<file path="src/rtl/ncc_pkg.sv">
// Shared types and word widths for the NCC systolic-array sequencer.
package ncc_pkg;
  typedef enum logic [1:0] {IDLE, LOAD_DESC, STREAM, DONE} ncc_seq_state_t;
  localparam int LOG_W = 33;
  localparam int ACC_W = 8;
endpackage

</file>
<file path="src/rtl/ncc_beat_counter.sv">
// Clearable up-counter used for descriptor, window and result beat counts.
module ncc_beat_counter #(
  parameter int MAX = 255,
  parameter int W   = $clog2(MAX + 1)
) (
  input  logic         clk,
  input  logic         rst,
  input  logic         clear,
  input  logic         en,
  output logic [W-1:0] count
);
  always_ff @(posedge clk) begin
    if (rst || clear) count <= '0;
    else if (en)      count <= count + W'(1);
  end
endmodule

</file>
<file path="src/rtl/ncc_array_sequencer.sv">
// Sequencer for the log-domain NCC PE chain: descriptor load, window streaming
// with per-beat PE strobes, and a one-deep result register fed from the tail PE.
module ncc_array_sequencer
  import ncc_pkg::*;
#(
  parameter int NUM_PE      = 16,
  parameter int DESC_PIXELS = 256,
  parameter int WIN_PIXELS  = 640,
  parameter int LW          = LOG_W,
  parameter int AW          = ACC_W,
  parameter int DA_W        = $clog2(DESC_PIXELS),
  parameter int RI_W        = $clog2(WIN_PIXELS),
  parameter int WC_W        = $clog2(WIN_PIXELS + 1)
) (
  input  logic            clk,
  input  logic            rst,
  input  logic            start,
  input  logic            reuse_desc,
  output logic            busy,
  output logic            done,
  input  logic            desc_valid,
  output logic            desc_ready,
  input  logic [LW-1:0]   desc_data,
  output logic            desc_wr_en,
  output logic [DA_W-1:0] desc_wr_addr,
  output logic [LW-1:0]   desc_wr_data,
  input  logic            win_valid,
  output logic            win_ready,
  output logic            load_win_reg,
  output logic            load_acc_sum_reg,
  input  logic [AW-1:0]   acc_last,
  output logic            result_valid,
  input  logic            result_ready,
  output logic [AW-1:0]   result_data,
  output logic [RI_W-1:0] result_idx
);
  ncc_seq_state_t state, state_n;
  logic            cap_pending;
  logic [WC_W-1:0] win_cnt;
  logic [RI_W-1:0] res_cnt;
  logic            idle, out_free, beat, qual, capture;

  assign idle     = (state == IDLE);
  assign out_free = !result_valid || result_ready;
  assign capture  = cap_pending && out_free;

  assign busy       = !idle;
  assign done       = (state == DONE);
  assign desc_ready = (state == LOAD_DESC);
  assign desc_wr_en = desc_valid && desc_ready;
  // Gated so the write-data port reads zero outside a descriptor load.
  assign desc_wr_data = desc_ready ? desc_data : '0;

  assign win_ready = (state == STREAM) && (win_cnt < WC_W'(WIN_PIXELS)) &&
                     (!cap_pending || out_free);
  assign beat             = win_valid && win_ready;
  assign load_win_reg     = beat;
  assign load_acc_sum_reg = beat;
  // Tail PE holds a valid sum once the chain has been filled.
  assign qual = beat && (win_cnt >= WC_W'(NUM_PE - 1));

  ncc_beat_counter #(.MAX(DESC_PIXELS - 1), .W(DA_W)) u_desc_cnt (
    .clk(clk), .rst(rst), .clear(idle), .en(desc_wr_en), .count(desc_wr_addr));
  ncc_beat_counter #(.MAX(WIN_PIXELS), .W(WC_W)) u_win_cnt (
    .clk(clk), .rst(rst), .clear(idle), .en(beat), .count(win_cnt));
  ncc_beat_counter #(.MAX(WIN_PIXELS - NUM_PE + 1), .W(RI_W)) u_res_cnt (
    .clk(clk), .rst(rst), .clear(idle), .en(capture), .count(res_cnt));

  always_comb begin
    state_n = state;
    case (state)
      IDLE:      if (start) state_n = reuse_desc ? STREAM : LOAD_DESC;
      LOAD_DESC: if (desc_wr_en && desc_wr_addr == DA_W'(DESC_PIXELS - 1)) state_n = STREAM;
      STREAM:    if (win_cnt == WC_W'(WIN_PIXELS) && !cap_pending && !result_valid)
                   state_n = DONE;
      DONE:      state_n = IDLE;
      default:   state_n = IDLE;
    endcase
  end

  always_ff @(posedge clk) begin
    if (rst) begin
      state        <= IDLE;
      cap_pending  <= 1'b0;
      result_valid <= 1'b0;
      result_data  <= '0;
      result_idx   <= '0;
    end else begin
      state       <= state_n;
      cap_pending <= qual || (cap_pending && !capture);
      if (capture) begin
        result_valid <= 1'b1;
        result_data  <= acc_last;
        result_idx   <= res_cnt;
      end else if (result_valid && result_ready) begin
        result_valid <= 1'b0;
      end
    end
  end
endmodule

</file>
<file path="config.mk">
export PLATFORM = sky130hd
export DESIGN_NAME = ncc_array_sequencer
export DESIGN_NICKNAME = d
export VERILOG_FILES = /design/src/rtl/ncc_pkg.sv /design/src/rtl/ncc_beat_counter.sv /design/src/rtl/ncc_array_sequencer.sv
export SDC_FILE = /design/constraint.sdc
export NUM_CORES = 1
export LEC_CHECK = 0
export CAP_MARGIN = 20
export CORE_ASPECT_RATIO = 0.5
export CORE_MARGIN = 1
export CORE_UTILIZATION = 44
export DETAILED_ROUTE_END_ITERATION = 8
export PLACE_DENSITY = 0.85
export SYNTH_ARGS = -nofsm -noshare
export SYNTH_HDL_FRONTEND = slang
export SYNTH_SLANG_ARGS = --single-unit
</file>
<file path="constraint.sdc">
create_clock -name clk -period 3.8 [get_ports clk]
set_input_delay 0.95 -clock clk [delete_from_list [all_inputs] [get_ports clk]]
set_output_delay 0.95 -clock clk [all_outputs]
set_load 0.01 [all_outputs]
</file>
# After elaboration in Yosys (flattened, before gate mapping)
# Index checks and enable logic that the tools add are counted.
# W data, S select, Z words.
# word_totals
rom_bits	0
wordCells	51
reg_bits	50
inputBits	48
memories	0
ram_bits	0
latchBits	0
out_inout_bits	67
# op_classes
n_lt_le_gt_ge	2
n_bitwise	0
add_sub_neg	3
eq_ne	8
n_shift	0
mul	0
n_reduce_logical	22
div_mod_pow	0
n_mux	8
# ops
operator	n
$mux W33	1
$add A10 B1 Y10 const B	2
$logic_and A1 B1 Y1	11
$eq A10 B10 Y1 const B	1
$ge A10 B4 Y1 const B	1
$lt A10 B10 Y1 const B	1
$add A8 B1 Y8 const B	1
$eq A8 B8 Y1 const B	1
$mux W2	4
$pmux W2 S4	1
$eq A2 B2 Y1 const B	2
$logic_not A1 Y1	4
$logic_or A1 B1 Y1	4
$ne A2 B1 Y1 const B	2
$reduce_and A3 Y1	1
$eq A2 B1 Y1 const B	1
$logic_not A2 Y1	1
$mux W1	2
$ne A2 B2 Y1 const B	1
$reduce_bool A2 Y1	1

# Depth between registers and ports, before layout
# Gate-level depths: netlist of the first run.
# depth
ltp_word	7
depth_mapped	7
ltp_nobuf	6

# By module
# Synthesis of the first run repeated with hierarchy kept, for this count alone.
# unflattened
cells_unflattened	287
hier_area_um2	2438.6
# by_module_without_submodules
module	seq_area_each_um2	cells_per_inst	instances	area_per_inst_um2
ncc_array_sequencer	440.4	153	1	1204.9
ncc_beat_counter (u_res_cnt ...)	200.2	48	2	444.2
ncc_beat_counter (u_desc_cnt)	160.2	38	1	345.3

# Worst setup path before layout of the first run
# No wires, ideal clock.
# synth_path
path_type	input to output
startpoint	in result_ready
endpoint	out load_win_reg
arrival_time_ps	1753
required_time_ps	2850
path_buffers	2
cell_stages	5
slack_ps	1097
cell_sequence	nand3b_1 nand4_2 buf_2 inv_1 buf_4
# synth_between
elab_chain_cells	4
# synth_lines
element	line	rtl
from (decl)	ncc_array_sequencer.sv:33	input logic result_ready,
$logic_or A1 B1 Y1	ncc_array_sequencer.sv:44	assign out_free = !result_valid || result_ready;
$logic_or A1 B1 Y1	ncc_array_sequencer.sv:55	(!cap_pending || out_free);
$logic_and A1 B1 Y1	ncc_array_sequencer.sv:54	assign win_ready = (state == STREAM) && (win_cnt < WC_W'(WIN_PIXELS)) &&
$logic_and A1 B1 Y1	ncc_array_sequencer.sv:56	assign beat = win_valid && win_ready;
to (decl)	ncc_array_sequencer.sv:29	output logic load_win_reg,
# Every way passes these cells.

# Final worst setup path of the first run
# layout_path
startpoint	in result_ready
endpoint	out load_acc_sum_reg
# layout_between
elab_chain_cells	4
# layout_lines
element	line	rtl
$logic_or A1 B1 Y1	ncc_array_sequencer.sv:44	
$logic_or A1 B1 Y1	ncc_array_sequencer.sv:55	
$logic_and A1 B1 Y1	ncc_array_sequencer.sv:54	
$logic_and A1 B1 Y1	ncc_array_sequencer.sv:56	
to (decl)	ncc_array_sequencer.sv:30	output logic load_acc_sum_reg,
# Every way passes these cells.

==> impl_metrics.tcl, run 1 <==
set metrics [dict create \
    yosysTopAreaCellShare 0.414 \
    rsz0062_at_grt "no" \
    end_kind "primary output" \
    cts_inserted_buffers 5 \
    p_per_area_mw_per_mm2 409 \
    ys_warn_count 0 \
    dieWidth_um 107 \
    p_sw_uw 452 \
    synth_fp_nets 357 \
    synth_edf_count 0 \
    setup_tns_ns 0 \
    crit_arrival_ns 2.38 \
    syn_to_final_growth_pct 53.3 \
    startpoint_type "input port" \
    yosysTopAreaCell "dfxtp_1" \
    layout.nets 465 \
    max_clock_freq_mhz 301 \
    async_flop_share 0 \
    worstSetupPathType "in2out" \
    cts.repair.resized 0 \
    placed_cells 472 \
    synth-seq-area-share 0.414 \
    comb_power_share 0.398 \
    relSlewSlack 0.467 \
    fin_cells 480 \
    die_h_um 54.4 \
    grt_pass1_wl_um 9790 \
    pwr-share-seq 0.360 \
    peakVddDrop_mv 0.309 \
    synth_area_leaders "dfxtp_1 (41%), and2_1 (9.1%), a21oi_1 (7.9%)" \
    worst_pin_slew_ns 0.800 \
    dieArea_mm2 0.00581 \
    wl_met1_um 2620 \
    synth.avg_cell_area_um2 8.03 \
    min_period_ns 3.33 \
    routed_wirelength_um 6280 \
    start_util 0.473 \
    fin_crit_sh 0.875 \
    antenna_found_initial 0 \
    worstPathRequired_ns 2.85 \
    drtPass1Iterations 4 \
    synthFlopType "dfxtp_1" \
    hp-class "reg2reg" \
    drc 0 \
    vias_per_cell 5.09 \
    wl_per_cell_um 13.1 \
    synth_cells 301 \
    slew_violations 0 \
    clkPwrFrac 0.242 \
    holdWs_ns 0.462 \
    clk_latency_ns 0.30 \
    ios 115 \
    top_layer "met4" \
    cts_hold_buffers 0 \
    yosysMostFrequentCell "dfxtp_1" \
    clkSinkCount 50 \
    portBuffers 114 \
    grt_pass1_vias 2138 \
    synth_common_cells "dfxtp_1 (50), nand2_1 (49), a21oi_1 (38)" \
    diodes 0 \
    p_leak_nw 1.26 \
    cp_max_fo 3 \
    fp-row-count 18 \
    cts_max_level 2 \
    ys_ff_latch 50 \
    place_ws_ns 0.493 \
    ys_types 39 \
    setup_viol 0 \
    final_antenna_net_count 0 \
    switching_share 0.298 \
    cts_tree "yes" \
    cts_max_path_buffers 2 \
    met3_length_um 385 \
    grtUsageTotal 0.218 \
    cts_root_buf "clkbuf_8" \
    clk_pin_slew_ns 0.09 \
    grt_start_max_net_pins 36 \
    met2_length_um 3240 \
    first_iter_violations 104 \
    setup_ws_ns 0.474 \
    core_region_area_mm2 0.00511 \
    netlist_area_mm2 0.00242 \
    via_count 2442 \
    dp_hpwl_um 4830 \
    p_int_mw 1.06 \
    hold_violations 0 \
    drive_gt1_frac 0.0390 \
    run_status "completed" \
    cts_setup_buffers 0 \
    grt_overflow_total 0 \
    fin_skew_ns 0.00620 \
    max_cap_violations 0 \
    finalWeightedCongestion 0.817 \
]
[flip-flops by register name, indices dropped and copies added, names as in the netlist]
signal            flops
cap_pending           1
result_data           8
result_idx           10
result_valid          1
state                 2
u_desc_cnt.count      8
u_res_cnt.count      10
u_win_cnt.count      10
[cells in the final DEF (no fill, tap or decap), types with 2 or more instances in the layout]
cell type	count
a21oi_1	38
and2_1	35
buf_4	3
clkbuf_8	5
clkdlybuf4s50_1	114
dfxtp_1	50
ha_1	8
inv_1	15
mux2i_1	3
nand2_1	49
nand2b_1	2
nand3_1	6
nand4_1	7
nor2_1	14
o21ai_0	11
o31ai_1	5
or2_1	2
or3_1	10
or4_1	5
xnor2_1	4
xor2_1	5
[critical path, stage by stage]
cell and delay (ns):
clkdlybuf4s50_1 0.48, nand3b_1 0.16, nand4_2 0.15, inv_1 0.10, clkdlybuf4s50_1 0.54
[power groups by stage]
stage / clock network, mW / registers, mW / logic (mW)
2_1_floorplan: 0 / 0.555 / 0.305
6_report: 0.366 / 0.546 / 0.604
3_5_place_dp: 0 / 0.558 / 0.607
3_3_place_gp: 0 / 0.556 / 0.588
5_1_grt: 0.396 / 0.547 / 0.650
4_1_cts: 0.374 / 0.546 / 0.609
[metal layers]
metal	up-vias	track usage
met5	-	0
met4	0	0.0708
met3	4	0.0488
met2	66	0.438
met1	1144	0.238
li1	1228	-
[per-stage QoR]
step	total power [mW]	utilization	instance area (um^2)
after floorplan	0.860	-	2420
after global placement	1.14	0.703	3600
after detailed placement	1.16	0.703	3600
after CTS	1.53	0.725	3710
after global routing	1.59	0.725	3710
final	1.52	0.725	3710
[cells by family (layout without fill, tap and decap cells)]
kind of cell | after synthesis | after routing | share of synthesized area
compound gates | 60 | 60 | 0.137
xor+xnor | 9 | 9 | 0.0326
fa+ha+maj | 8 | 8 | 0.0414
buf+inv | 31 | 140 | 0.0533
flops | 50 | 50 | 0.414
mux | 4 | 4 | 0.0186
simple gates | 139 | 139 | 0.303
[path summary, 6_finish.rpt]
path | from | slack [ns] | depth (start not counted) | to
worst min register to register | result_idx[5] | 0.46 | 2 | result_idx[5]
worst max-delay path | result_ready | 0.47 | 5 | load_acc_sum_reg
worst min-delay path | result_idx[5] | 0.46 | 2 | result_idx[5]
worst max register to register | state[1] | 1.58 | 7 | u_desc_cnt.count[7]
[cell type report]
| cell class | count | area (um^2) |
|---|---|---|
| tap | 70 | 87.6 |
| sequential | 50 | 1000 |
| inverter | 15 | 56.3 |
| clock inverter | 2 | 37.5 |
| fill | 391 | 1410 |
| multi-input combinational | 220 | 1290 |
| timing repair buffer | 117 | 1160 |
| clock buffer | 6 | 72.6 |
Note: power is estimated with default switching activity, not from simulation.
==> run 2, diff against run 1 <==
Settings changed: ABC_CLOCK_PERIOD_IN_PS from default to 3800, RECOVER_POWER from default to 100.
==> run 2 against run 1 <==
Compared with the run above: the flow now finishes with violations (capacitance limit, slew limit); maximum frequency down 4.3%; global-route usage unchanged; worst hold slack worse by 0.0056 ns; clock power about the same; critical endpoint unchanged; largest power group unchanged; highest routed layer unchanged.
==> impl_metrics.tcl, run 2 (synthesis results as in run 1) <==
set metrics [dict create \
    run_status "finished with violations" \
    violations "capacitance limit, slew limit" \
    grtUsageTotal 0.218 \
    final_cell_mix "clkdlybuf4s50_1 (64), dfxtp_1 (50), dlygate4sd3_1 (50), nand2_1 (49), a21oi_1 (38)" \
    portBuffers 114 \
    diodes 0 \
    cts_inserted_buffers 5 \
    relSlewSlack -0.0815 \
    final_common_cell "clkdlybuf4s50_1" \
    crit_arrival_ns 2.53 \
    clkSinkCount 50 \
    wl_per_cell_um 13.1 \
    via_count 2434 \
    whs_path_depth 2 \
    cts_hold_buffers 0 \
    dieArea_mm2 0.00581 \
    grt_pass1_wl_um 9790 \
    worstPathRequired_ns 2.85 \
    core_region_area_mm2 0.00511 \
    cts_max_level 2 \
    routed_wirelength_um 6270 \
    max_clock_freq_mhz 288 \
    first_iter_violations 113 \
    setup_ws_ns 0.325 \
    fin_cells 480 \
    rr_worst_depth 7 \
    rsz0062_at_grt "no" \
    final_antenna_net_count 0 \
    reg_top3 "result_idx: 10 flops, u_res_cnt.count: 10 flops, u_win_cnt.count: 10 flops" \
    reg2reg_slack_ns 1.47 \
    drc 0 \
    p_leak_nw 1.39 \
    grt_start_max_net_pins 36 \
    peakVddDrop_mv 0.295 \
    vias_per_cell 5.07 \
    setup_viol 0 \
    die_h_um 54.4 \
    layout.nets 465 \
    hold_violations 0 \
    start_util 0.473 \
    fp-row-count 18 \
    p_per_area_mw_per_mm2 399 \
    holdWs_ns 0.456 \
    grt_overflow_total 0 \
    place_ws_ns 0.493 \
    end_kind "primary output" \
    fin_crit_sh 0.915 \
    setup_tns_ns 0 \
    worst_pin_slew_ns 1.62 \
    cts_max_path_buffers 2 \
    antenna_found_initial 0 \
    fin_skew_ns 0.00590 \
    cts_root_buf "clkbuf_8" \
    slew_violations 29 \
    cts_setup_buffers 0 \
    max_cap_violations 1 \
    syn_to_final_growth_pct 52.7 \
    drive_gt1_frac 0.0293 \
    clk_pin_slew_ns 0.09 \
    finalWeightedCongestion 0.817 \
    placed_cells 472 \
    power.total_mw 1.47 \
    cp_max_fo 3 \
    min_period_ns 3.48 \
    drtPass1Iterations 4 \
    hp-class "reg2reg" \
    ios 115 \
    cts.repair.resized 0 \
    dp_hpwl_um 4830 \
    cts_tree "yes" \
    worstSetupPathType "in2out" \
    dieWidth_um 107 \
    clk_latency_ns 0.30 \
    grt_pass1_vias 2138 \
    startpoint_type "input port" \
]
==> run 2: cell count changes in the layout (fill, tap and decap cells not counted), sizes merged <==
cell / previous run / this run
clkdlybuf4s50: 114 / 64
dlygate4sd3: 0 / 50
clkbuf: 6 / 9
buf: 3 / 0
==> run 2: worst paths after layout <==
check | start | endpoint
worst max-delay path | result_ready | load_acc_sum_reg
worst min register to register | result_idx[5] | result_idx[5]
worst max register to register | state[1] | u_desc_cnt.count[7]
worst min-delay path | result_idx[5] | result_idx[5]
==> run 2: power by group <==
group          switching (mW)  internal, mW  leakage, nW  total (mW)
Clock                   0.170         0.196       0.0514       0.367
Sequential             0.0108         0.535        0.403       0.545
Combinational           0.268         0.292        0.937       0.560
Total                   0.449          1.02         1.39        1.47
==> run 2: routing by layer <==
layer | vias up | share of wire | track usage
met5 | - | 0 | 0
met4 | 0 | 0.0070 | 0.0708
met3 | 4 | 0.062 | 0.0488
met2 | 70 | 0.52 | 0.438
met1 | 1128 | 0.41 | 0.238
li1 | 1232 | - | -
==> run 2: layout make-up <==
type                    instances  area, um^2
well taps                      70        87.6
flip-flops and latches         50        1000
repair buffers                117        1150
clock buffers                   6        72.6
inverters                      15        56.3
clock inverters                 2        37.5
fillers                       398        1420
multi-input cells             220        1280
==> run 2: through the flow <==
stage / area (um^2) / util
6_report: 3690 / 0.722
5_1_grt: 3690 / 0.722
4_1_cts: 3710 / 0.725
3_5_place_dp: 3600 / 0.703
3_3_place_gp: 3600 / 0.703
2_1_floorplan: 2420 / -
==> run 2: worst max-delay path, stage by stage <==
cell	delay, ns
dlygate4sd3_1	0.55
nand3b_1	0.21
nand4_2	0.15
inv_1	0.06
dlygate4sd3_1	0.60
==> run 3, diff against run 2 <==
Settings changed: ABC_CLOCK_PERIOD_IN_PS 3800 to 3850, CORE_UTILIZATION 44 to 41, PLACE_DENSITY 0.85 to 0.8.
Clock period 3.8 ns to 3.85 ns, I/O delays scaled along.
==> run 3 against run 2 <==
Compared with the run above: the flow still finishes with violations (capacitance limit, slew limit); final area up 1.1%; critical path depth unchanged; sequential power fell by 0.9%; largest power group unchanged; register-to-register slack better by 0.05 ns; critical endpoint unchanged; sequential share of layout area shrank 0.30 points; utilization decreased by 5.4 points; setup slack improved by 0.035 ns; routed wire length rose by 1.5%; die area increased by 7.1%; count of clock-buffer cells in the layout up 1; via count up 0.62%; power increased by 4.3%.
==> impl_metrics.tcl, run 3 (synthesis results as in run 1) <==
set metrics [dict create \
    run_status "finished with violations" \
    violations "capacitance limit, slew limit" \
    cp_max_fo 3 \
    finalWeightedCongestion 0.811 \
    register_area_mm2 0.00100 \
    cts_setup_buffers 0 \
    wl_per_cell_um 13.2 \
    relSlewSlack -0.0308 \
    drtPass1Iterations 4 \
    diodes 0 \
    cts_max_level 2 \
    cts_tree "yes" \
    setup_viol 0 \
    reg_top3 "result_idx: 10 flops, u_res_cnt.count: 10 flops, u_win_cnt.count: 10 flops" \
    ios 115 \
    hold_violations 0 \
    hp-class "reg2reg" \
    cts_max_path_buffers 2 \
    setup_ws_ns 0.359 \
    start_util 0.433 \
    cts.repair.resized 0 \
    path_cells "dlygate4sd3_1 -> nand3b_1 -> nand4_2 -> inv_1 -> dlygate4sd3_1" \
    slowest_delay_ns 0.59 \
    cts_root_buf "clkbuf_16" \
    grt_pass1_wl_um 10500 \
    worstPathRequired_ns 2.89 \
    fp-row-count 19 \
    grtUsageTotal 0.205 \
    end_kind "primary output" \
    stdcell_area_mm2 0.00373 \
    first_iter_violations 102 \
    worst_pin_slew_ns 1.55 \
    layout.nets 465 \
    place_ws_ns 0.515 \
    clkSinkCount 50 \
    die_h_um 56.3 \
    place_area_mm2 0.00360 \
    min_period_ns 3.49 \
    portBuffers 114 \
    max_cap_violations 1 \
    vias_per_cell 5.07 \
    multiInputGateArea_mm2 0.00128 \
    grt_start_max_net_pins 36 \
    grt_overflow_total 0 \
    peakVddDrop_mv 0.263 \
    final_antenna_net_count 0 \
    crit_path_frequent_cell "dlygate4sd3_1" \
    routed_wirelength_um 6360 \
    crit_arrival_ns 2.53 \
    final_common_cell "clkdlybuf4s50_1" \
    fillers 465 \
    dp_hpwl_um 4790 \
    cts_inserted_buffers 5 \
    power.total_mw 1.53 \
    fin_skew_ns 0.00448 \
    core_region_area_mm2 0.00559 \
    via_count 2449 \
    worstSetupPathType "in2out" \
    grt_pass1_vias 2358 \
    dieArea_mm2 0.00623 \
    clk_latency_ns 0.28 \
    fin_crit_sh 0.907 \
    slew_violations 29 \
    rsz0062_at_grt "no" \
    antenna_found_initial 0 \
    dieWidth_um 111 \
    p_per_area_mw_per_mm2 411 \
    p_leak_nw 1.40 \
    cts_hold_buffers 0 \
    max_clock_freq_mhz 286 \
    clk_pin_slew_ns 0.06 \
    final_cell_mix "clkdlybuf4s50_1 (68), dfxtp_1 (50), nand2_1 (49), dlygate4sd3_1 (46), a21oi_1 (38)" \
    drc 0 \
    crit_slowest_cell "dlygate4sd3_1" \
    syn_to_final_growth_pct 54.5 \
    startpoint_type "input port" \
    setup_tns_ns 0 \
    drive_gt1_frac 0.0293 \
]
-- run 3: cell types whose count changed in the layout (fill, tap and decap cells not counted), sizes merged --
| cell | change |
|---|---|
| dlygate4sd3 | -4 |
| clkinvlp | -1 |
| clkdlybuf4s50 | +4 |
| clkinv | +1 |
| bufinv | -1 |
| clkbuf | +1 |
-- run 3: report_power, final --
group	internal [mW]	total [mW]	switching, mW
registers	0.528	0.540	0.0113
logic	0.292	0.557	0.266
clock network	0.258	0.438	0.180
-- run 3: area by class of cell --
type,instances,share of cell area
clock buffer,7,0.0382
tap,73,0.0245
sequential,50,0.268
multi-input combinational,220,0.344
timing repair buffer,117,0.309
inverter,15,0.0151
clock inverter,1,0.00134
-- run 3: per-stage QoR --
stage                     hold slack [ns]  cells   util
after detailed placement            0.448    475  0.644
after global routing                0.474    483  0.668
after floorplan                     0.442    301      -
final                               0.453    483  0.668
after CTS                           0.458    483  0.671
after global placement              0.441    475  0.644
-- run 3: final timing paths --
| kind | from | end | slack [ns] | cells past startpoint |
|---|---|---|---|---|
| setup reg to reg | state[1] | u_desc_cnt.count[7] | 1.52 | 7 |
| setup / recovery | result_ready | load_acc_sum_reg | 0.36 | 5 |
| hold reg to reg | result_data[7] | result_data[7] | 0.45 | 2 |
| hold / removal | result_data[7] | result_data[7] | 0.45 | 2 |
-- run 3: critical path: cells and delay by family --
kind	cells	cell delay, ns
and+or+nand+nor	2	0.37
buffers and inverters	3	1.19
-- run 3: routing by layer --
layer | track usage | share of wire
met5 | 0 | 0
met3 | 0.0464 | 0.047
met2 | 0.368 | 0.50
met1 | 0.235 | 0.43
met4 | 0.0933 | 0.023
